File: src/rtl/histeq_seq_ctrl.sv
// Sequencer for histogram equalization: CLEAR -> HIST -> HDRAIN -> CDF -> MAP -> MDRAIN -> DONE.
// Latency: run length 256 + 2N + 2*RD_LAT + MAP_LAT + CDF_WAIT + 1 cycles after start is accepted.
// Backpressure: none; memories must accept one request per cycle. Abort flushes everything to IDLE.
module histeq_seq_ctrl #(
  parameter int ADDR_W   = 16,
  parameter int RD_LAT   = 1,
  parameter int MAP_LAT  = 0,
  parameter int CDF_WAIT = 2
) (
  input  logic              clk,
  input  logic              rst_n,
  input  logic              start,
  input  logic              abort,
  input  logic [ADDR_W-1:0] num_words,
  output logic              busy,
  output logic              done,
  output logic [2:0]        phase,
  output logic              rd_en,
  output logic [ADDR_W-1:0] rd_addr,
  output logic              hist_clr,
  output logic [7:0]        hist_clr_addr,
  output logic              hist_en,
  output logic              ac_we,
  output logic              map_en,
  output logic              wr_en,
  output logic [ADDR_W-1:0] wr_addr
);

  // Counter must hold both a word index and the 0..255 bin index.
  localparam int CNT_W = (ADDR_W > 8) ? ADDR_W : 8;
  // Total delay from a read request to its write-back.
  localparam int PD    = RD_LAT + MAP_LAT;

  typedef enum logic [2:0] {
    S_IDLE   = 3'd0,
    S_CLEAR  = 3'd1,
    S_HIST   = 3'd2,
    S_HDRAIN = 3'd3,
    S_CDF    = 3'd4,
    S_MAP    = 3'd5,
    S_MDRAIN = 3'd6,
    S_DONE   = 3'd7
  } state_e;

  state_e            state_q, state_d;
  logic [CNT_W-1:0]  cnt_q, cnt_d, last_cnt;
  logic [ADDR_W-1:0] n_q, n_d;
  logic              cnt_last;

  // Read-request delay line: valid, "came from MAP" tag, and address.
  logic [PD-1:0]     pv_q, pm_q;
  logic [ADDR_W-1:0] pa_q [PD];

  // State, phase counter and latched word count.
  always_ff @(posedge clk or negedge rst_n) begin
    if (!rst_n) begin
      state_q <= S_IDLE;
      cnt_q   <= '0;
      n_q     <= '0;
    end else begin
      state_q <= state_d;
      cnt_q   <= cnt_d;
      n_q     <= n_d;
    end
  end

  // Next-state: each phase ends when the counter reaches its last index, which
  // keeps N = 2^ADDR_W-1 safe since we compare against N-1 instead of N.
  always_comb begin
    state_d  = state_q;
    cnt_d    = cnt_q + CNT_W'(1);
    n_d      = n_q;
    last_cnt = '0;
    case (state_q)
      S_CLEAR:      last_cnt = CNT_W'(255);
      S_HIST,
      S_MAP:        last_cnt = CNT_W'(n_q - ADDR_W'(1));
      S_HDRAIN:     last_cnt = CNT_W'(RD_LAT - 1);
      S_CDF:        last_cnt = CNT_W'(CDF_WAIT - 1);
      S_MDRAIN:     last_cnt = CNT_W'(PD - 1);
      default:      last_cnt = '0;
    endcase
    cnt_last = (cnt_q == last_cnt);

    case (state_q)
      S_IDLE: begin
        cnt_d = '0;
        if (start) begin
          if (num_words != '0) begin
            n_d     = num_words;
            state_d = S_CLEAR;
          end else begin
            state_d = S_DONE;
          end
        end
      end
      S_CLEAR:  if (cnt_last) begin state_d = S_HIST;   cnt_d = '0; end
      S_HIST:   if (cnt_last) begin state_d = S_HDRAIN; cnt_d = '0; end
      S_HDRAIN: if (cnt_last) begin state_d = S_CDF;    cnt_d = '0; end
      S_CDF:    if (cnt_last) begin state_d = S_MAP;    cnt_d = '0; end
      S_MAP:    if (cnt_last) begin state_d = S_MDRAIN; cnt_d = '0; end
      S_MDRAIN: if (cnt_last) begin state_d = S_DONE;   cnt_d = '0; end
      S_DONE: begin
        state_d = S_IDLE;
        cnt_d   = '0;
      end
      default: begin
        state_d = S_IDLE;
        cnt_d   = '0;
      end
    endcase

    if (abort) begin
      state_d = S_IDLE;
      cnt_d   = '0;
    end
  end

  // Delay line tracking reads through memory latency and the lookup stage; abort empties it.
  always_ff @(posedge clk or negedge rst_n) begin
    if (!rst_n) begin
      pv_q <= '0;
      pm_q <= '0;
      for (int i = 0; i < PD; i++) pa_q[i] <= '0;
    end else if (abort) begin
      pv_q <= '0;
      pm_q <= '0;
    end else begin
      pv_q[0] <= rd_en;
      pm_q[0] <= (state_q == S_MAP);
      pa_q[0] <= rd_addr;
      for (int i = 1; i < PD; i++) begin
        pv_q[i] <= pv_q[i-1];
        pm_q[i] <= pm_q[i-1];
        pa_q[i] <= pa_q[i-1];
      end
    end
  end

  assign busy          = (state_q != S_IDLE);
  assign done          = (state_q == S_DONE);
  assign phase         = state_q;
  assign rd_en         = (state_q == S_HIST) || (state_q == S_MAP);
  assign rd_addr       = rd_en ? cnt_q[ADDR_W-1:0] : '0;
  assign hist_clr      = (state_q == S_CLEAR);
  assign hist_clr_addr = hist_clr ? cnt_q[7:0] : '0;
  assign ac_we         = (state_q == S_CDF) && (cnt_q == CNT_W'(CDF_WAIT - 1));
  // Taps: RD_LAT for read data valid, RD_LAT+MAP_LAT for the remapped word.
  assign hist_en       = pv_q[RD_LAT-1] & ~pm_q[RD_LAT-1];
  assign map_en        = pv_q[RD_LAT-1] &  pm_q[RD_LAT-1];
  assign wr_en         = pv_q[PD-1] & pm_q[PD-1];
  assign wr_addr       = pa_q[PD-1];

endmodule

File: config.mk
export PLATFORM = sky130hd
export DESIGN_NAME = histeq_seq_ctrl
export DESIGN_NICKNAME = d
export VERILOG_FILES = /design/src/rtl/histeq_seq_ctrl.sv
export SDC_FILE = /design/constraint.sdc
export NUM_CORES = 1
export LEC_CHECK = 0
export ABC_AREA = 1
export CAP_MARGIN = 10
export CORE_AREA = 2 2 85 87
export DETAILED_ROUTE_END_ITERATION = 10
export DIE_AREA = 0 0 87 89
export PLACE_DENSITY = 0.9
export SKIP_CTS_REPAIR_TIMING = 1
export SLEW_MARGIN = 20
export SYNTH_ARGS = -nofsm -noshare
export SYNTH_HDL_FRONTEND = slang
export SYNTH_SLANG_ARGS = --single-unit
File: constraint.sdc
create_clock -name clk -period 3.3 [get_ports clk]
set_clock_uncertainty 0.15 [all_clocks]
set_input_delay 0.99 -clock clk [delete_from_list [all_inputs] [get_ports clk]]
set_output_delay 0.99 -clock clk [all_outputs]
set_load 0.02 [all_outputs]
# Word-level counts from Yosys, hierarchy flattened
# Index checks and enable logic that the tools add are counted.
[totals] ff_bits=53 inputBits=20 output_inout_bits=51 wordCells=55
[op_classes] add_sub_neg=2 n_eq_ne=16 mux=18 n_bitwise=3 n_reduce_logical=10
[ops] cell="two-way mux 16 bit" n=3
[ops] cell="case mux 16 bit (3 select lines)" n=1
[ops] cell="case mux 16 bit (2 select lines)" n=1
[ops] cell="two-way mux 3 bit" n=9
[ops] cell="case mux 3 bit (8 select lines)" n=1
[ops] cell="inequality test 3 bit (second input constant)" n=6
[ops] cell="adder 16 x 1 -> 16 bit (second input constant)" n=1
[ops] cell="equality test 16 x 1 -> 1 bit (second input constant)" n=1
[ops] cell="equality test 16 bit" n=1
[ops] cell="nonzero test 16 bit" n=1
[ops] cell="subtractor 16 x 1 -> 16 bit (second input constant)" n=1
[ops] cell="equality test 3 bit (second input constant)" n=4
[ops] cell="two-way mux 8 bit" n=1
[ops] cell="AND reduction 7 bit" n=1
[ops] cell="equality test 3 x 2 -> 1 bit (second input constant)" n=2
[ops] cell="OR reduction 6 bit" n=1
[ops] cell="OR reduction 2 bit" n=2
[ops] cell="equality test 3 x 1 -> 1 bit (second input constant)" n=1
[ops] cell="logical NOT 3 bit" n=1
[ops] cell="inequality test 3 x 2 -> 1 bit (second input constant)" n=1
[ops] cell="AND reduction 3 bit" n=1
[ops] cell="nonzero test 3 bit" n=1
[ops] cell="AND 1 bit" n=2
[ops] cell="two-way mux 1 bit" n=2
[ops] cell="other kinds (3)" n=3

# Logic depth before layout (Yosys ltp)
# Gate-level depths: netlist of run 1.
[logic_depth] ltp_word=7 depth_mapped=17 ltp_nobuf=17

# Worst setup path after synthesis of run 1
# OpenSTA, ideal clock, no wires.
[synth_timing] kind="flip-flop to output port" start="register state_q[1], in the netlist phase[1]" end="output rd_addr[10]" arrival_time_ns=1.841 required_ns=2.160 slack_ns=0.319 path_stages_with_launch=9 n_path_buf=2 cell_sequence="dfrtp_1 > inv_1 > ha_1 > nand2_2 > nand2_2 > buf_6 > clkinv_1 > clkbuf_1 > nor2_1"
[synth_between] elab_chain_len=3 elab_cells_between_ends=4 classes_between="eq/ne: 2; mux: 1; reduce/logical: 1"
[synth_lines] item="from (decl)" line_no="45" text="state_e state_q, state_d;"
[synth_lines] item="from (signal assigned)" line_no="61" text="state_q <= state_d;"
[synth_lines] item="equality test 3 x 2 -> 1 bit or equality test 3 bit (tied branches)" line_no="143" text="assign rd_en = (state_q == S_HIST) || (state_q == S_MAP);"
[synth_lines] item="logical OR 1 bit (*)" line_no="143"
[synth_lines] item="via rd_en" line_no="18" text="output logic rd_en,"
[synth_lines] item="two-way mux 16 bit (*)" line_no="144" text="assign rd_addr = rd_en ? cnt_q[ADDR_W-1:0] : '0;"
[synth_lines] item="to (decl)" line_no="19" text="output logic [ADDR_W-1:0] rd_addr,"
# Mark *: on every way through the listed nets, which the timed path passes. The rest lies on a longest branch.

# Worst setup path after layout of run 1
[layout_timing] start="register state_q[1], in the netlist phase[1]" end="output hist_clr"
[layout_between] elab_chain_len=1
[layout_lines] item="equality test 3 x 1 -> 1 bit" line_no="145" text="assign hist_clr = (state_q == S_CLEAR);"
[layout_lines] item="to (decl)" line_no="20" text="output logic hist_clr,"
# Every way passes these cells.

==> results of run 1 <==
==> metrics by stage <==
| step | power (µW) | cell area (µm²) | instances | hold slack, ns | util |
|---|---|---|---|---|---|
| final | 2650 | 4290 | 635 | 0.336 | 0.639 |
| after global routing | 2850 | 4290 | 635 | 0.375 | 0.639 |
| after CTS | 2630 | 4230 | 635 | 0.340 | 0.629 |
| after detailed placement | 2250 | 4140 | 627 | 0.314 | 0.616 |
| after global placement | 2190 | 4140 | 627 | 0.312 | 0.616 |
| after floorplan | 1890 | 3360 | 481 | 0.325 | - |
==> power by group <==
part	internal, µW	total (µW)	switching [µW]
clock network	151	384	232
logic	470	1350	875
registers	774	920	146
total	1400	2650	1250
==> critical path, cell delays in order (launching register included) <==
cell	delay, ns
dfrtp_1	0.44
inv_1	0.10
ha_1	0.18
inv_1	0.07
nor2_2	0.19
clkdlybuf4s50_1	0.65
==> worst paths after layout <==
check	from	to	slack, ns	depth (start not counted)
min in group asynchronous	rst_n	wr_addr[1]	0.49	1
max reg2reg	phase[1]	cnt_q[4]	0.60	16
max	phase[1]	hist_clr	0.21	5
max in group asynchronous	rst_n	n_q[6]	1.87	2
min reg2reg	wr_addr[0]	wr_addr[0]	0.34	2
min	wr_addr[0]	wr_addr[0]	0.34	2
==> cell families (layout without fill, tap and decap cells) <==
family	Yosys count	after routing
compound gates	28	28
simple gates	318	318
flops	53	53
mux	1	1
fa+ha+maj	7	7
buf+inv	66	140
xor+xnor	8	8
==> cell usage in the layout, fill, tap and decap left out, types with 6 or more instances in the layout <==
master / n
a21oi_1: 17
nor4_1: 6
xor2_1: 7
dlymetal6s2s_1: 26
nand4_1: 15
nor2_2: 14
ha_1: 7
nor2_1: 78
nand2_1: 142
buf_4: 9
inv_1: 48
nand3_1: 42
dfrtp_1: 53
clkdlybuf4s50_1: 43
nand2_2: 6
==> sequential cells by signal, summed over array words and instances (netlist names) <==
name	flops
pv_q	1
n_q	16
wr_addr	16
phase	3
pm_q	1
cnt_q	16
==> routing by layer <==
layer | GRT usage | vias up | wire length, µm
met2 | 0.444 | 166 | 4720
li1 | - | 1673 | -
met4 | 0.0852 | 0 | 222
met1 | 0.300 | 1646 | 3820
met3 | 0.0268 | 32 | 584
met5 | 0 | - | 0
==> final cells by class <==
cell class | count | area, µm² | area share
clock buffers | 5 | 68.8 | 0.0160
multi-input cells | 362 | 1750 | 0.407
inverters | 53 | 199 | 0.0464
repair buffers | 79 | 828 | 0.193
flip-flops and latches | 53 | 1330 | 0.309
well taps | 80 | 100 | 0.0233
clock inverters | 3 | 21.3 | 0.00496
==> results.py, run 1 <==
metrics = {
    "floorplan": {
        "initial_utilization": 0.500,
        "core-area_um2": 6720,
        "row_count": 30,
        "ioPinCount": 71,
        "die_width_um": 87,
        "die_h_um": 89,
        "die_area_um2": 7740,
    },
    "synthesis": {
        "syn-cell-area_um2": 3360,
        "synth_mux_area_frac": 0.00335,
        "synth_fa_ha_area_frac": 0.0261,
        "yosys_warnings": 0,
        "synth.distinct_cells": 34,
        "yosys.area.top_type": "dfrtp_1",
        "ys_seq_area_frac": 0.395,
        "synth-edff-count": 0,
        "synthSimpleGateAreaFrac": 0.427,
        "synthTopCellsByArea": "dfrtp_1, nand2_1, nor2_1, nand3_1, inv_1",
        "synth.top_cell.area_share": 0.395,
        "syn_nets": 508,
        "synthArstFlopShare": 1.00,
        "synth_xor_area_frac": 0.0209,
        "synth_top_family_by_area": "simple AND/OR/NAND/NOR gates",
        "syn_inst": 481,
        "avgSynthCellArea_um2": 6.98,
        "yosys.cell_count.top_type": "nand2_1",
        "synth_compound_area_frac": 0.0432,
        "ys.flop_type": "dfrtp_1",
        "synthTopCellsByCount": "nand2_1, nor2_1, dfrtp_1, inv_1, nand3_1",
        "ys_seq_elements": 53,
    },
    "hold_path": {
        "hp-class": "reg -> reg",
    },
    "drt": {
        "antenna_left": 0,
        "drcViolationCount": 0,
        "wl_per_cell_um": 14.7,
        "drtIter0Drc": 320,
        "vias": 3517,
        "dr.pass1.iters": 6,
        "vias_per_cell": 5.54,
        "wl_mm": 9.34,
    },
    "place": {
        "gp_congestion": 0.913,
        "dp_hpwl_mm": 6.91,
        "dp_slack_ns": 0.245,
        "io_buffers": 70,
    },
    "grt": {
        "track_usage": 0.244,
        "grt_start_max_net_pins": 31,
        "grt_pass1_wl_mm": 15.0,
        "grt_pass1_vias": 3401,
        "antenna_found_initial": 0,
        "grt-ovfl-total": 0,
    },
    "run_status": {
        "status": "complete, no violations",
    },
    "critical_path": {
        "cp-end-kind": "output pin",
        "arrival_ns": 1.95,
        "critPathMaxFanout": 5,
        "path_class": "reg -> out",
        "cp_data_required_time_ns": 2.16,
        "critPathLaunchType": "flop",
    },
    "clock_network": {
        "insertion_delay_ns": 0.32,
        "root_buffer": "clkbuf_8",
        "clock-sinks": 53,
        "cts_tree": "yes",
        "h-tree-depth": 2,
        "clkTransAtPathRegs_ns": 0.10,
        "cts_max_path_buffers": 2,
        "cts_buffers": 5,
    },
    "pwr": {
        "cellLeakagePower_uw": 0.00246,
        "peakVddDrop_mv": 0.648,
        "power_density_nw_per_um2": 617,
    },
    "sta": {
        "tightest_slew_ns": 0.530,
        "rsz0062_at_grt": "false",
        "fmax_mhz": 323,
        "setup_slack_ns": 0.207,
        "layout_min_cycle_time_ns": 3.09,
        "fin_setup_tns_ns": 0,
        "period_share": 0.937,
        "slew_headroom": 0.647,
        "setup_viol": 0,
        "drv_slew": 0,
        "hold_violations": 0,
    },
    "finish": {
        "antenna_cells": 0,
        "fin_nets": 581,
        "nFillCells": 535,
        "synthToLayoutAreaGrowth_pct": 27.7,
        "layout-drive-gt1-share": 0.0919,
    },
    "job": {
        "drv_cap": 0,
    },
}
Note: power is estimated with default switching activity, not from simulation.
==> run 2: changes to the inputs <==
--- a/config.mk
+++ b/config.mk
@@ -7,12 +7,12 @@
 export LEC_CHECK = 0
 export ABC_AREA = 1
 export CAP_MARGIN = 10
-export CORE_AREA = 2 2 85 87
+export CORE_AREA = 2 2 87 89
 export DETAILED_ROUTE_END_ITERATION = 10
-export DIE_AREA = 0 0 87 89
-export PLACE_DENSITY = 0.9
+export DIE_AREA = 0 0 89 91
+export PLACE_DENSITY = 0.87
 export SKIP_CTS_REPAIR_TIMING = 1
-export SLEW_MARGIN = 20
+export SLEW_MARGIN = 30
 export SYNTH_ARGS = -nofsm -noshare
 export SYNTH_HDL_FRONTEND = slang
 export SYNTH_SLANG_ARGS = --single-unit
==> run 2 against run 1 <==
Die area up 4.6%; clock power up 16%; combinational power about the same; fmax down 0.94%; global-route usage down 0.96 points; utilization down 3.0 points; cell count up 3.1%; sequential cell count unchanged; routed wire length down 2.8%; worst setup slack worse by 0.029 ns; critical path type unchanged.
==> results.py, run 2 (synthesis results as in run 1) <==
metrics = {
    "run_status": {
        "status": "complete, no violations",
    },
    "pwr": {
        "peakVddDrop_mv": 0.572,
        "comb_power_share": 0.499,
        "seq_power_share": 0.337,
        "p_sw_uw": 1230,
        "pwr-share-clk": 0.164,
        "power_uw": 2710,
        "power_density_nw_per_um2": 624,
        "switching_share": 0.455,
        "p_int_uw": 1480,
        "cellLeakagePower_uw": 0.00247,
    },
    "place": {
        "dp_hpwl_mm": 6.96,
        "place_area_um2": 4170,
        "gp_congestion": 0.884,
        "dp_slack_ns": 0.158,
        "io_buffers": 70,
        "dp.cells": 647,
    },
    "grt": {
        "grt_pass1_vias": 3368,
        "track_usage": 0.234,
        "antenna_found_initial": 0,
        "grt-ovfl-total": 0,
        "grt_pass1_wl_mm": 15.2,
        "grt_start_max_net_pins": 31,
    },
    "sta": {
        "hold_violations": 0,
        "period_share": 0.946,
        "setup_viol": 0,
        "fmax_mhz": 320,
        "slew_headroom": 0.642,
        "fin_setup_tns_ns": 0,
        "tightest_slew_ns": 0.533,
        "layout_min_cycle_time_ns": 3.12,
        "setup_slack_ns": 0.177,
        "drv_slew": 0,
    },
    "hold_path": {
        "hold_path_depth": 2,
        "hp-class": "reg -> reg",
    },
    "floorplan": {
        "die_h_um": 91,
        "initial_utilization": 0.471,
        "row_count": 31,
        "core-area_um2": 7140,
        "die_width_um": 89,
        "die_area_um2": 8100,
        "ioPinCount": 71,
    },
    "clock_network": {
        "cts_max_path_buffers": 2,
        "cts_buffers": 5,
        "clkTransAtPathRegs_ns": 0.10,
        "clock-sinks": 53,
        "h-tree-depth": 2,
        "root_buffer": "clkbuf_8",
        "insertion_delay_ns": 0.31,
        "cts_tree": "yes",
    },
    "critical_path": {
        "timing.rr.end": "cnt_q[8]",
        "r2r_slack_ns": 0.64,
        "cp-end-kind": "output pin",
        "arrival_ns": 1.98,
        "critPathCapture": "rd_addr[2]",
        "r2r_cells": 16,
        "critPathMaxFanout": 13,
        "critPathLaunchType": "flop",
        "critPathLaunch": "phase[0]",
        "timing.rr.start": "phase[1]",
        "path_class": "reg -> out",
        "cp_data_required_time_ns": 2.16,
    },
    "drt": {
        "wl_mm": 9.08,
        "vias_per_cell": 5.24,
        "drcViolationCount": 0,
        "drtIter0Drc": 188,
        "antenna_left": 0,
        "wl_per_cell_um": 13.9,
        "vias": 3431,
        "dr.pass1.iters": 5,
    },
    "job": {
        "drv_cap": 0,
    },
    "finish": {
        "layout-drive-gt1-share": 0.0917,
        "layout_common_cells": "nand2_1, nor2_1, dfrtp_1, inv_1, clkdlybuf4s50_1",
        "antenna_cells": 0,
        "instances_no_fill": 655,
        "final_common_cell": "nand2_1",
        "fin_nets": 582,
        "synthToLayoutAreaGrowth_pct": 29.3,
        "final_area_um2": 4340,
    },
}
## run 2: cell types whose count changed in the layout (fill, tap and decap cells not counted), sizes merged
cell | previous run | this run
buf | 10 | 11
clkbuf | 5 | 6
inv | 52 | 51
clkinvlp | 1 | 0
bufinv | 0 | 1
## run 2: area by class of cell
class                      instances  area, µm²
clock buffer                       6       72.6
clock inverter                     2       38.8
fill                             666       2790
inverter                          53        199
multi-input combinational        362       1750
sequential                        53       1330
tap                               99        124
timing repair buffer              80        836
## run 2: layer usage
layer | track usage | up-vias | share of wire
met2 | 0.405 | 129 | 0.51
met4 | 0.0609 | 0 | 0.012
met1 | 0.302 | 1622 | 0.42
met3 | 0.0355 | 12 | 0.057
li1 | - | 1668 | -
met5 | 0 | - | 0
## run 2: power by group through the flow
| stage | sequential (µW) | combinational, µW | clock, µW |
|---|---|---|---|
| floorplan | 910 | 983 | 0 |
| global placement | 919 | 1290 | 0 |
| detailed placement | 923 | 1330 | 0 |
| CTS | 912 | 1340 | 452 |
| global route | 935 | 1520 | 475 |
| finish | 913 | 1350 | 445 |
## run 2: metrics by stage
stage | util | hold WS, ns
floorplan | - | 0.325
global placement | 0.584 | 0.312
detailed placement | 0.584 | 0.315
CTS | 0.600 | 0.341
global route | 0.609 | 0.366
finish | 0.609 | 0.337
## run 2: worst min path at each step
stage,startpoint,endpoint,slack [ns]
after floorplan,cnt_q[0],cnt_q[0],0.32
after global placement,wr_addr[7],wr_addr[7],0.31
after detailed placement,wr_addr[9],wr_addr[9],0.31
after CTS,wr_addr[9],wr_addr[9],0.34
after global routing,wr_addr[13],wr_addr[13],0.37
final,wr_addr[9],wr_addr[9],0.34
## run 2: critical path, stage by stage, from the launching register on
cell and delay, ns:
dfrtp_1 0.44, inv_1 0.10, ha_1 0.17, nand2_1 0.09, nand2_2 0.08, clkinv_1 0.15
buf_4 0.23, nor2_1 0.14, dlymetal6s2s_1 0.26
==> run 3: changes to the inputs <==
--- a/config.mk
+++ b/config.mk
@@ -7,10 +7,10 @@
 export LEC_CHECK = 0
 export ABC_AREA = 1
 export CAP_MARGIN = 10
-export CORE_AREA = 2 2 87 89
+export CORE_AREA = 2 2 122 65
 export DETAILED_ROUTE_END_ITERATION = 10
-export DIE_AREA = 0 0 89 91
-export PLACE_DENSITY = 0.87
+export DIE_AREA = 0 0 124 67
+export PLACE_DENSITY = 0.86
 export SKIP_CTS_REPAIR_TIMING = 1
 export SLEW_MARGIN = 30
 export SYNTH_ARGS = -nofsm -noshare
==> run 3 against run 2 <==
Hold slack worse by 0.0031 ns; first-iteration DRC count is 81% higher; final area is 1.5% higher; sequential power hardly changed; largest power group unchanged; register-to-register slack worse by 0.07 ns; worst setup slack worse by 0.00060 ns; largest cell class unchanged; critical path depth is 1 lower; non-clock buffer count is 1 higher; combinational power is 3% higher; via count is 0.44% higher; sequential cell count stayed put; power is 5.1% higher; highest routed layer unchanged.
==> results.py, run 3 (synthesis results as in run 1) <==
metrics = {
    "sta": {
        "tightest_slew_ns": 0.626,
        "setup_viol": 0,
        "period_share": 0.946,
        "hold_violations": 0,
        "slew_headroom": 0.583,
        "drv_slew": 0,
        "layout_min_cycle_time_ns": 3.12,
        "rsz0062_at_grt": "false",
        "fmax_mhz": 320,
    },
    "floorplan": {
        "die_width_um": 124,
        "ioPinCount": 71,
        "core-area_um2": 7160,
        "die_h_um": 67,
        "die_area_um2": 8310,
        "row_count": 22,
        "initial_utilization": 0.469,
    },
    "place": {
        "io_buffers": 70,
        "gp_congestion": 1.02,
        "dp.cells": 645,
        "dp_hpwl_mm": 7.52,
        "place_area_um2": 4200,
    },
    "clock_network": {
        "h-tree-depth": 2,
        "cts_tree": "yes",
        "clkTransAtPathRegs_ns": 0.07,
        "cts_buffers": 5,
        "cts_max_path_buffers": 2,
        "clock-sinks": 53,
        "insertion_delay_ns": 0.30,
        "root_buffer": "clkbuf_16",
    },
    "critical_path": {
        "critPathMaxFanout": 5,
        "cp-end-kind": "output pin",
        "path_class": "reg -> out",
        "critPathLaunchType": "flop",
        "crit_slowest_cell": "dfrtp_1",
        "arrival_ns": 1.98,
        "path_cells": "inv_1 -> ha_1 -> nand2_1 -> nor2_1 -> nand3_1 -> nor4_1 -> dlymetal6s2s_1",
        "cp_data_required_time_ns": 2.16,
        "r2r_cells": 16,
        "max_stage_delay_ns": 0.43,
    },
    "hold_path": {
        "hold_path_depth": 2,
        "hp-class": "reg -> reg",
    },
    "drt": {
        "vias_per_cell": 5.28,
        "drcViolationCount": 0,
        "wl_mm": 9.68,
        "vias": 3446,
        "wl_per_cell_um": 14.8,
        "drtIter0Drc": 341,
        "antenna_left": 0,
        "dr.pass1.iters": 5,
    },
    "grt": {
        "grt_pass1_vias": 3143,
        "grt_pass1_wl_mm": 15.6,
        "grt_start_max_net_pins": 31,
        "track_usage": 0.248,
        "antenna_found_initial": 0,
        "grt-ovfl-total": 0,
    },
    "finish": {
        "layout-drive-gt1-share": 0.0952,
        "instances_no_fill": 653,
        "synthToLayoutAreaGrowth_pct": 31.2,
        "fin_nets": 583,
        "layout_common_cells": "nand2_1, nor2_1, dfrtp_1, inv_1, clkdlybuf4s50_1",
        "final_area_um2": 4410,
        "final_common_cell": "nand2_1",
        "antenna_cells": 0,
    },
    "pwr": {
        "cellLeakagePower_uw": 0.00248,
        "power_density_nw_per_um2": 647,
        "peakVddDrop_mv": 0.476,
    },
    "job": {
        "drv_cap": 0,
    },
    "run_status": {
        "status": "complete, no violations",
    },
}
==> run 3: cell types whose count changed in the layout (fill, tap and decap cells not counted), sizes merged <==
cell / change
buf: +1
bufinv: -1
clkbuf: -1
clkdlybuf4s50: +1
clkinvlp: +1
dlymetal6s2s: -1
inv: +1
==> run 3: worst paths after layout <==
kind | start | endpoint | slack [ns]
max | phase[0] | ac_we | 0.18
min reg2reg | wr_addr[6] | wr_addr[6] | 0.33
max reg2reg | phase[1] | cnt_q[4] | 0.57
max in group asynchronous | rst_n | n_q[2] | 1.85
min | wr_addr[6] | wr_addr[6] | 0.33
min in group asynchronous | rst_n | n_q[15] | 0.55
==> run 3: cell type report <==
type / count / area, µm²
clock buffers: 5 / 125
well taps: 96 / 120
repair buffers: 81 / 866
inverters: 53 / 199
flip-flops and latches: 53 / 1330
fillers: 624 / 2750
clock inverters: 3 / 25.0
multi-input cells: 362 / 1750
==> run 3: worst max-delay path: cells and delay by family, from the launching register on <==
kind,cells,cell delay [ns]
and+or+nand+nor,4,0.68
DFF,1,0.43
buffers and inverters,2,0.40
adders and majority gates,1,0.17
==> run 3: layer usage <==
metal / GRT usage / wire (µm)
met1: 0.381 / 4830
met2: 0.347 / 3910
met3: 0.0668 / 877
met4: 0.0421 / 59
met5: 0 / 0
==> run 3: stage by stage <==
step	hold slack (ns)	utilization	power [µW]	TNS (ns)	worst slack, ns
CTS	0.334	0.607	2830	-1.60	-0.176
detailed placement	0.315	0.586	2280	0	0.168
floorplan	0.325	-	1890	0	0.319
global placement	0.314	0.586	2250	0	0.214
global route	0.353	0.616	3060	0	0.0638
finish	0.334	0.616	2850	0	0.177
==> run 3: report_power, final <==
| group | switching [µW] | internal (µW) | total [µW] |
|---|---|---|---|
| logic | 900 | 487 | 1390 |
| registers | 142 | 774 | 916 |
| clock network | 262 | 286 | 548 |
